[src/rtl/vc_input_unit.sv]
// vc_input_unit: NoC router input port with VC_NUM virtual channels.
// Each VC has a first-word-fall-through flit FIFO and an IDLE/WAITING/ACTIVE
// packet FSM. WAITING VCs present their header to the allocator. ACTIVE VCs
// compete in a round-robin arbiter for the single registered output stage.
module vc_input_unit #(
  parameter int VC_NUM     = 4,
  parameter int VC_DEPTH_W = 2,
  parameter int DATA_W     = 10,
  parameter int ID_W       = 2,
  parameter int HEADER_ID  = 1,
  parameter int BODY_ID    = 2,
  parameter int TAIL_ID    = 3
) (
  input  logic                       clk_i,
  input  logic                       rst_ni,
  input  logic [DATA_W-1:0]          data_i,
  input  logic [$clog2(VC_NUM)-1:0]  vc_sel_i,
  input  logic                       wr_en_i,
  output logic [VC_NUM-1:0]          rdy_o,
  output logic [VC_NUM-1:0]          req_o,
  output logic [VC_NUM*DATA_W-1:0]   header_o,
  input  logic [VC_NUM-1:0]          alloc_gnt_i,
  input  logic [VC_NUM-1:0]          chan_rdy_i,
  output logic [DATA_W-1:0]          data_o,
  output logic                       data_vld_o,
  output logic [$clog2(VC_NUM)-1:0]  vc_o,
  output logic [VC_NUM-1:0]          err_o
);

  localparam int VC_W  = $clog2(VC_NUM);
  localparam int DEPTH = 1 << VC_DEPTH_W;
  localparam logic [ID_W-1:0]     HDR      = ID_W'(HEADER_ID);
  localparam logic [ID_W-1:0]     BDY      = ID_W'(BODY_ID);
  localparam logic [ID_W-1:0]     TAL      = ID_W'(TAIL_ID);
  localparam logic [VC_DEPTH_W:0] CNT_FULL = (VC_DEPTH_W+1)'(DEPTH);

  typedef enum logic [1:0] {
    ST_IDLE    = 2'd0,
    ST_WAITING = 2'd1,
    ST_ACTIVE  = 2'd2
  } vc_state_e;

  function automatic logic [ID_W-1:0] flit_id(input logic [DATA_W-1:0] f);
    return f[DATA_W-1 -: ID_W];
  endfunction

  function automatic logic id_known(input logic [ID_W-1:0] id);
    return (id == HDR) || (id == BDY) || (id == TAL);
  endfunction

  logic [DATA_W-1:0]     mem_q    [VC_NUM][DEPTH];
  logic [VC_DEPTH_W-1:0] wr_ptr_q [VC_NUM];
  logic [VC_DEPTH_W-1:0] rd_ptr_q [VC_NUM];
  logic [VC_DEPTH_W:0]   cnt_q    [VC_NUM];
  vc_state_e             state_q  [VC_NUM];
  vc_state_e             state_d  [VC_NUM];
  logic [VC_NUM-1:0]     first_q, first_d;
  logic [VC_NUM-1:0]     err_q, err_d;
  logic [VC_W-1:0]       ptr_q, ptr_d;
  logic [DATA_W-1:0]     data_q;
  logic [VC_W-1:0]       vc_q;
  logic                  vld_q;

  logic [DATA_W-1:0]     head_s [VC_NUM];
  logic [VC_NUM-1:0]     empty_s, full_s, push_s, drop_s, elig_s, pop_s;
  logic                  gnt_vld_s;
  logic [VC_W-1:0]       gnt_idx_s;

  // Per-VC head flit, occupancy flags, write acceptance and arbiter eligibility.
  always_comb begin
    for (int v = 0; v < VC_NUM; v++) begin
      head_s[v]  = mem_q[v][rd_ptr_q[v]];
      empty_s[v] = (cnt_q[v] == '0);
      full_s[v]  = (cnt_q[v] == CNT_FULL);
      push_s[v]  = wr_en_i && (vc_sel_i == VC_W'(v)) && !full_s[v];
      drop_s[v]  = wr_en_i && (vc_sel_i == VC_W'(v)) && full_s[v];
      elig_s[v]  = (state_q[v] == ST_ACTIVE) && !empty_s[v] && chan_rdy_i[v];
    end
  end

  // Round-robin pick: scan from lowest to highest priority so the VC nearest
  // the pointer is written last and wins.
  always_comb begin
    logic [VC_W:0] idx_v;
    gnt_vld_s = 1'b0;
    gnt_idx_s = '0;
    for (int i = VC_NUM - 1; i >= 0; i--) begin
      idx_v = {1'b0, ptr_q} + (VC_W+1)'(i);
      idx_v = (idx_v >= (VC_W+1)'(VC_NUM)) ? idx_v - (VC_W+1)'(VC_NUM) : idx_v;
      gnt_idx_s = elig_s[idx_v[VC_W-1:0]] ? idx_v[VC_W-1:0] : gnt_idx_s;
      gnt_vld_s = gnt_vld_s | elig_s[idx_v[VC_W-1:0]];
    end
    ptr_d = gnt_vld_s ? ((gnt_idx_s == VC_W'(VC_NUM - 1)) ? '0 : gnt_idx_s + 1'b1)
                      : ptr_q;
  end

  // Packet FSM next state, pop decision and error detection for every VC.
  always_comb begin
    for (int v = 0; v < VC_NUM; v++) begin
      state_d[v] = state_q[v];
      first_d[v] = first_q[v];
      err_d[v]   = drop_s[v];
      pop_s[v]   = 1'b0;
      case (state_q[v])
        ST_IDLE: begin
          if (!empty_s[v] && (flit_id(head_s[v]) == HDR)) begin
            state_d[v] = ST_WAITING;
          end else if (!empty_s[v]) begin
            // Stray non-header flit outside a packet: drop it.
            pop_s[v] = 1'b1;
            err_d[v] = 1'b1;
          end else begin
            state_d[v] = ST_IDLE;
          end
        end
        ST_WAITING: begin
          if (alloc_gnt_i[v]) begin
            state_d[v] = ST_ACTIVE;
            first_d[v] = 1'b1;
          end else begin
            state_d[v] = ST_WAITING;
          end
        end
        ST_ACTIVE: begin
          if (gnt_vld_s && (gnt_idx_s == VC_W'(v))) begin
            pop_s[v]   = 1'b1;
            first_d[v] = 1'b0;
            state_d[v] = (flit_id(head_s[v]) == TAL) ? ST_IDLE : ST_ACTIVE;
            err_d[v]   = drop_s[v]
                       | ((flit_id(head_s[v]) == HDR) && !first_q[v])
                       | !id_known(flit_id(head_s[v]));
          end else begin
            state_d[v] = ST_ACTIVE;
          end
        end
        default: begin
          state_d[v] = ST_IDLE;
        end
      endcase
    end
  end

  // Flit storage; contents need no reset because occupancy gates every read.
  always_ff @(posedge clk_i) begin
    for (int v = 0; v < VC_NUM; v++) begin
      if (push_s[v]) begin
        mem_q[v][wr_ptr_q[v]] <= data_i;
      end
    end
  end

  // FIFO pointers, occupancy counters and FSM state registers.
  always_ff @(posedge clk_i or negedge rst_ni) begin
    if (!rst_ni) begin
      for (int v = 0; v < VC_NUM; v++) begin
        wr_ptr_q[v] <= '0;
        rd_ptr_q[v] <= '0;
        cnt_q[v]    <= '0;
        state_q[v]  <= ST_IDLE;
      end
      first_q <= '0;
    end else begin
      for (int v = 0; v < VC_NUM; v++) begin
        wr_ptr_q[v] <= push_s[v] ? wr_ptr_q[v] + 1'b1 : wr_ptr_q[v];
        rd_ptr_q[v] <= pop_s[v]  ? rd_ptr_q[v] + 1'b1 : rd_ptr_q[v];
        case ({push_s[v], pop_s[v]})
          2'b10:   cnt_q[v] <= cnt_q[v] + 1'b1;
          2'b01:   cnt_q[v] <= cnt_q[v] - 1'b1;
          default: cnt_q[v] <= cnt_q[v];
        endcase
        state_q[v] <= state_d[v];
      end
      first_q <= first_d;
    end
  end

  // Arbiter pointer, error pulses and the forwarding output register.
  always_ff @(posedge clk_i or negedge rst_ni) begin
    if (!rst_ni) begin
      ptr_q  <= '0;
      err_q  <= '0;
      data_q <= '0;
      vc_q   <= '0;
      vld_q  <= 1'b0;
    end else begin
      ptr_q <= ptr_d;
      err_q <= err_d;
      if (gnt_vld_s) begin
        data_q <= head_s[gnt_idx_s];
        vc_q   <= gnt_idx_s;
        vld_q  <= 1'b1;
      end else begin
        vld_q  <= 1'b0;
      end
    end
  end

  // Status outputs: backpressure, allocation requests and header presentation.
  always_comb begin
    for (int v = 0; v < VC_NUM; v++) begin
      rdy_o[v] = !full_s[v];
      req_o[v] = (state_q[v] == ST_WAITING);
      header_o[v*DATA_W +: DATA_W] = (state_q[v] == ST_WAITING) ? head_s[v] : '0;
    end
  end

  assign data_o     = data_q;
  assign data_vld_o = vld_q;
  assign vc_o       = vc_q;
  assign err_o      = err_q;

endmodule

[config.mk]
export PLATFORM = sky130hd
export DESIGN_NAME = vc_input_unit
export DESIGN_NICKNAME = d
export VERILOG_FILES = /design/src/rtl/vc_input_unit.sv
export SDC_FILE = /design/constraint.sdc
export NUM_CORES = 1
export LEC_CHECK = 0
export CAP_MARGIN = 25
export CORE_MARGIN = 8
export CORE_UTILIZATION = 30
export CTS_CLUSTER_DIAMETER = 100
export DETAILED_ROUTE_END_ITERATION = 16
export GPL_TIMING_DRIVEN = 0
export PLACE_DENSITY = 0.46
export SYNTH_ARGS = -nofsm -noshare
export SYNTH_HDL_FRONTEND = slang
export SYNTH_SLANG_ARGS = --single-unit
[constraint.sdc]
create_clock -name clk_i -period 8.95 [get_ports clk_i]
set_clock_uncertainty 0.2 [all_clocks]
set_input_delay 1.3425 -clock clk_i [delete_from_list [all_inputs] [get_ports clk_i]]
set_output_delay 1.3425 -clock clk_i [all_outputs]
set_load 0.01 [all_outputs]
**After elaboration in Yosys (flattened, before gate mapping)**

Memory sizes are Yosys's and may differ from the RTL's.
Index checks and enable logic that the tools add are counted.

- $add $sub $neg: 24
- $lt $le $gt $ge: 21
- Equal/unequal tests: 50
- Bitwise gates (word level): 20
- Reductions and logical operators: 85
- Mux-type cells: 134

Operator list:

| operator | count |
|---|---|
| $mux 40 | 10 |
| $mux 10 | 18 |
| $reduce_or 40->1 | 3 |
| $bmux 10 s2 | 5 |
| $demux 10 s2 | 4 |
| $mux 2 | 32 |
| $mux 1 | 41 |
| $eq 2x2->1 const B | 20 |
| $ge 3x3->1 const B | 12 |
| $logic_and 1x1->1 | 36 |
| $eq 2x1->1 const B | 14 |
| $not 2->3 | 9 |
| $pmux 1 s2 | 12 |
| $pmux 2 s3 | 4 |
| $pmux 3 s2 | 4 |
| $add 2x1->2 const B | 9 |
| $logic_not 1->1 | 16 |
| $ne 2x1->1 const B | 8 |
| $reduce_bool 2->1 | 8 |
| $add 3x1->3 const B | 4 |
| $eq 3x3->1 const B | 4 |
| $logic_not 2->1 | 6 |
| $logic_not 3->1 | 4 |
| $lt 2x3->1 const B | 4 |
| 11 further kinds | 47 |

- RAM bits: 160
- Memories kept: 1
- Bits in registers: 59
- Input port bits: 23
- Output and inout bits: 65

Memory list:

| memory | words | width | rd ports | clocked after memory_dff | write ports | line | text |
|---|---|---|---|---|---|---|---|
| mem_q | 4 | 40 | 4 | 0 | 1 | 51 | `logic [DATA_W-1:0] mem_q [VC_NUM][DEPTH];` |

**Depth between registers and ports, before layout**

- Depth after elaboration: 16
- Mapped depth: 17
- Gate-level depth less buffers: 15

**Worst setup path before layout**

No wires, ideal clock.

- Path type: input-to-reg
- Start point: input port chan_rdy_i[1]
- End point: register cnt_q[2] (netlist bit)
- Data required time: 8.671 ns
- Path slack: 4.852 ns
- Cell stages on the path: 15
- Arrival: 3.819 ns
- Path buffers: 2
- Library setup time: 0.079 ns
- Cells stage by stage: o311a_1 -> o21ai_2 -> a211o_1 -> buf_6 -> inv_8 -> buf_12 -> ha_1 -> and3_1 -> or2_2 -> ha_1 -> inv_1 -> fa_1 -> xor2_1 -> nor2_1 -> xor2_1

- Longest elaborated chain between the ends: 13
- Elaborated cells between the ends (all ways): 24
- Those cells by class: eq/ne (3); mux (15); bitwise (3); reduce/logical (3)

RTL lines:

| item | line | text |
|---|---|---|
| start, declared | 23 | `input logic [VC_NUM-1:0] chan_rdy_i,` |
| $logic_and 1x1->1 (*) | 77 | `elig_s[v] = (state_q[v] == ST_ACTIVE) && !empty_s[v] && chan_rdy_i[v];` |
| $bmux 1 s2 | 90, 91 |  |
| $mux 1 (not written as such) | 90, 91 |  |
| $mux 2 (4 in series) | 90 | `gnt_idx_s = elig_s[idx_v[VC_W-1:0]] ? idx_v[VC_W-1:0] : gnt_idx_s;` |
| $eq 2x2->1 | 125 | `if (gnt_vld_s && (gnt_idx_s == VC_W'(v))) begin` |
| $logic_and 1x1->1 (*) | 125 |  |
| $mux 1 (*) | 125 |  |
| $pmux 1 s2 (*) | 104 | `case (state_q[v])` |
| named net pop_s[3] | 65 | `logic [VC_NUM-1:0] empty_s, full_s, push_s, drop_s, elig_s, pop_s;` |
| $eq 2x1->1 / $eq 2x2->1 (equally long branches) | 166 | `case ({push_s[v], pop_s[v]})` |
| $pmux 3 s2 / $reduce_bool 2->1 (equally long branches) | n/a |  |
| end signal, assigned by index | 167 | `2'b10: cnt_q[v] <= cnt_q[v] + 1'b1;` |
| end signal, assigned by index | 168 | `2'b01: cnt_q[v] <= cnt_q[v] - 1'b1;` |
| end signal, assigned by index | 169 | `default: cnt_q[v] <= cnt_q[v];` |
| end, declared | 54 | `logic [VC_DEPTH_W:0] cnt_q [VC_NUM];` |

The timed path passes the listed nets; every way through them passes the cells marked *. The select of a mux whose other input is x is not followed.
A chain may end at the register's enable or synchronous reset.

**Final worst setup path**

- Start point: input port chan_rdy_i[2]
- End point: register cnt_q[2] (netlist bit)

Same word-level chain as after synthesis.

==> qor.txt <==
Worst-Skew Late Latency - 0.53 ns
Placement Cell Area - 11,300 sq um
Worst vdd ir - 0.143 mV
Fin crit share - 0.518
# nets final - 830
Crit Path Max Fanout - 10
Global route overflow - 0
Final cell count without fillers - 1,227
Root Buffer - clkbuf_16
Synthesized netlist cell count - 652
Utilization after layout - 0.371
Final worst path period need - 4.64 ns
Comb pwr share - 0.411
Synthesized area - 9890 sq um
Worst EP required - 9.15 ns
Unique masters post-synth - 56
Routed via count - 5,942
Synth Area in Compound Gates - 0.0811
Post-synthesis mux area share - 0.104
Clock buffer depth - 3
RD Place Congestion - 0.769
Worst hold path class - flip-flop to flip-flop
CTS Buf Count - 25
Via density - 4.84
Dpl cells - 1,181
Layout cells sized above 1 - 0.118
YS warnings - 0
Fmax - 216 MHz
Area of the multi-input gates - 3320 sq um
Fillcell total - 3,111
Reg area - 6280 sq um
Core box area - 32,500 sq um
Post-synthesis xor/xnor area fraction - 0.0195
H-tree depth - 1
Port bufs - 87
Flop pwr share - 0.352
Hold Buf Count CTS - 0
Dpl hpwl - 18.8 mm
Endpoints failing hold - 0
DR iter-0 viols - 316
Antenna violations before repair - 0
Die height - 198 um
Number of synthesized register bits - 219
FP Rows - 66
GR Util All Layers - 0.132
Post-synthesis adder-cell area fraction - 0.0549
Internal power - 2.59 mW
Main flop type after synthesis - edfxtp_1
Largest family of logic cells by synthesized area - multiplexers
Die ar. - 39,000 sq um
Vias in the first global route - 6,326
Routed Antenna Nets - 0
Worst-Margin Slew - 0.949 ns
Clock transition at path regs - 0.06 ns
Pwr dens - 335 nW/um^2
Post-CTS Setup Repair Bufs - 0
Post-synth EDFFs - 160
Clk sink count - 219
Total iterations of the first detailed-routing run - 5
Syn avg cell area - 15.2 sq um
Arrival @ worst endpoint - 4.84 ns
DR DRC count - 0
Hold WS - 0.286 ns
Asr flop ratio synth - 0.269
Initial Util - 0.304
RSZ-0062 raised after global routing - no
Simple-Gate Fraction of Synth Area - 0.0756
Sw Share - 0.362
IO Count - 88
Register area share after synthesis - 0.635
CP startpoint kind - input pin
First-pass GRT wire length - 39.3 mm
Critical path class - input pin to flip-flop
Largest net degree at the start of global routing - 60
Slew Limit Fails - 0
Design Area, Final - 12,100 sq um
Cts repair resizes - 0
Final wirelength - 25.6 mm
Setup crit end kind - flip-flop
Psw - 1.47 mW
Setup TNS - 0 ns
Max_slew headroom - 0.367
Area Growth Syn to Fin - 22.1%
Syn nets - 716
Die Width - 198 um
Leakage - 4.36 nW
Max Cap Viol - 0
CTS tree - done
Finish-stage setup viols - 0
# diodes - 0
Clk pwr share - 0.236
Status - complete, no violations
Average wire per standard cell - 20.9 um
==> layer usage <==
metal,wire length (um),GRT usage
met4,464,0.0277
met1,11700,0.181
met5,0,0
met2,11900,0.214
met3,1540,0.0269
==> critical path, cell delays in order <==
cell and delay, ns:
clkdlybuf4s50_1 0.53, o311ai_4 0.20, nor3_2 0.60, a211o_1 0.19, buf_6 0.17, inv_8 0.08
buf_12 0.16, ha_1 0.24, and3_1 0.22, or2_2 0.31, ha_1 0.21, inv_1 0.07
fa_1 0.17, xor2_1 0.15, nor2_1 0.06, xor2_1 0.13
==> cells by family after synthesis <==
group / count (synthesis)
buffers and inverters: 69
AND/OR/NAND/NOR: 144
adder cells (fa/ha/maj): 41
XOR/XNOR: 22
flip-flops: 219
multiplexers: 53
AO/OA/AOI/OAI: 104
==> power by group through the flow <==
| stage | clock network [mW] | registers (mW) | logic [mW] |
|---|---|---|---|
| floorplan | 0 | 1.42 | 1.02 |
| global placement | 0 | 1.44 | 1.65 |
| detailed placement | 0 | 1.45 | 1.69 |
| CTS | 0.980 | 1.43 | 1.70 |
| global route | 1.02 | 1.45 | 1.83 |
| finish | 0.958 | 1.43 | 1.67 |
==> area by class of cell <==
| class | instances | area share |
|---|---|---|
| clock buffer | 36 | 0.0585 |
| buffer | 19 | 0.00839 |
| clock inverter | 10 | 0.00497 |
| tap | 442 | 0.0458 |
| sequential | 219 | 0.520 |
| timing repair buffer | 87 | 0.0719 |
| inverter | 50 | 0.0162 |
| multi-input combinational | 364 | 0.275 |
==> sequential cells by signal (all words and copies together), names as in the netlist <==
register    count
mem_q         160
ptr_q           2
state_q         8
vc_o            2
rd_ptr_q        8
data_o         10
first_q         4
err_o           4
wr_ptr_q        8
cnt_q          12
data_vld_o      1
==> placed cells by master, fill, tap and decap left out, types with 13 or more instances in the layout <==
master	count
mux2i_1	13
mux4_2	40
edfxtp_1	160
and2_1	50
a211oi_1	21
nor2_1	27
clkdlybuf4s50_1	86
clkbuf_1	15
o21ai_0	21
inv_1	49
nand2_1	34
clkbuf_16	25
dfrtp_1	59
ha_1	37
==> synth_stat cells (all sizes together) (3+ instances only) <==
cell type / count / area, sq um
a2111oi: 10 / 87.6
o21ai: 23 / 119
dfrtp: 59 / 1480
nor2: 27 / 101
a21o: 3 / 22.5
o31ai: 6 / 45.0
nand2: 34 / 128
o311ai: 4 / 77.6
xor2: 11 / 96.3
fa: 4 / 80.1
edfxtp: 160 / 4800
mux2i: 13 / 130
a21oi: 9 / 45.0
and3: 9 / 56.3
nor3: 3 / 20.0
buf: 11 / 71.3
xnor2: 11 / 96.3
nand2b: 11 / 68.8
inv: 50 / 195
o22ai: 3 / 18.8
ha: 37 / 463
and2: 50 / 313
a22o: 3 / 26.3
clkbuf: 8 / 30.0
mux4: 40 / 901
a211oi: 21 / 158
==> final timing paths <==
path,slack (ns),cells after the start,startpoint,endpoint
worst max-delay path,4.31,16,chan_rdy_i[2],cnt_q[2]
worst min-delay path,0.29,2,vc_o[0],vc_o[0]
worst max register to register,4.90,17,state_q[2],cnt_q[2]
worst min register to register,0.29,2,vc_o[0],vc_o[0]
max in group asynchronous,7.24,1,rst_ni,rd_ptr_q[0]
min in group asynchronous,0.69,1,rst_ni,data_vld_o
==> metrics by stage <==
step | power (mW) | worst slack [ns]
after global routing | 4.30 | 4.10
after floorplan | 2.44 | 4.85
after CTS | 4.11 | 4.28
after global placement | 3.09 | 3.90
after detailed placement | 3.14 | 3.78
final | 4.05 | 4.31
Power figures use the tool's default switching activity.
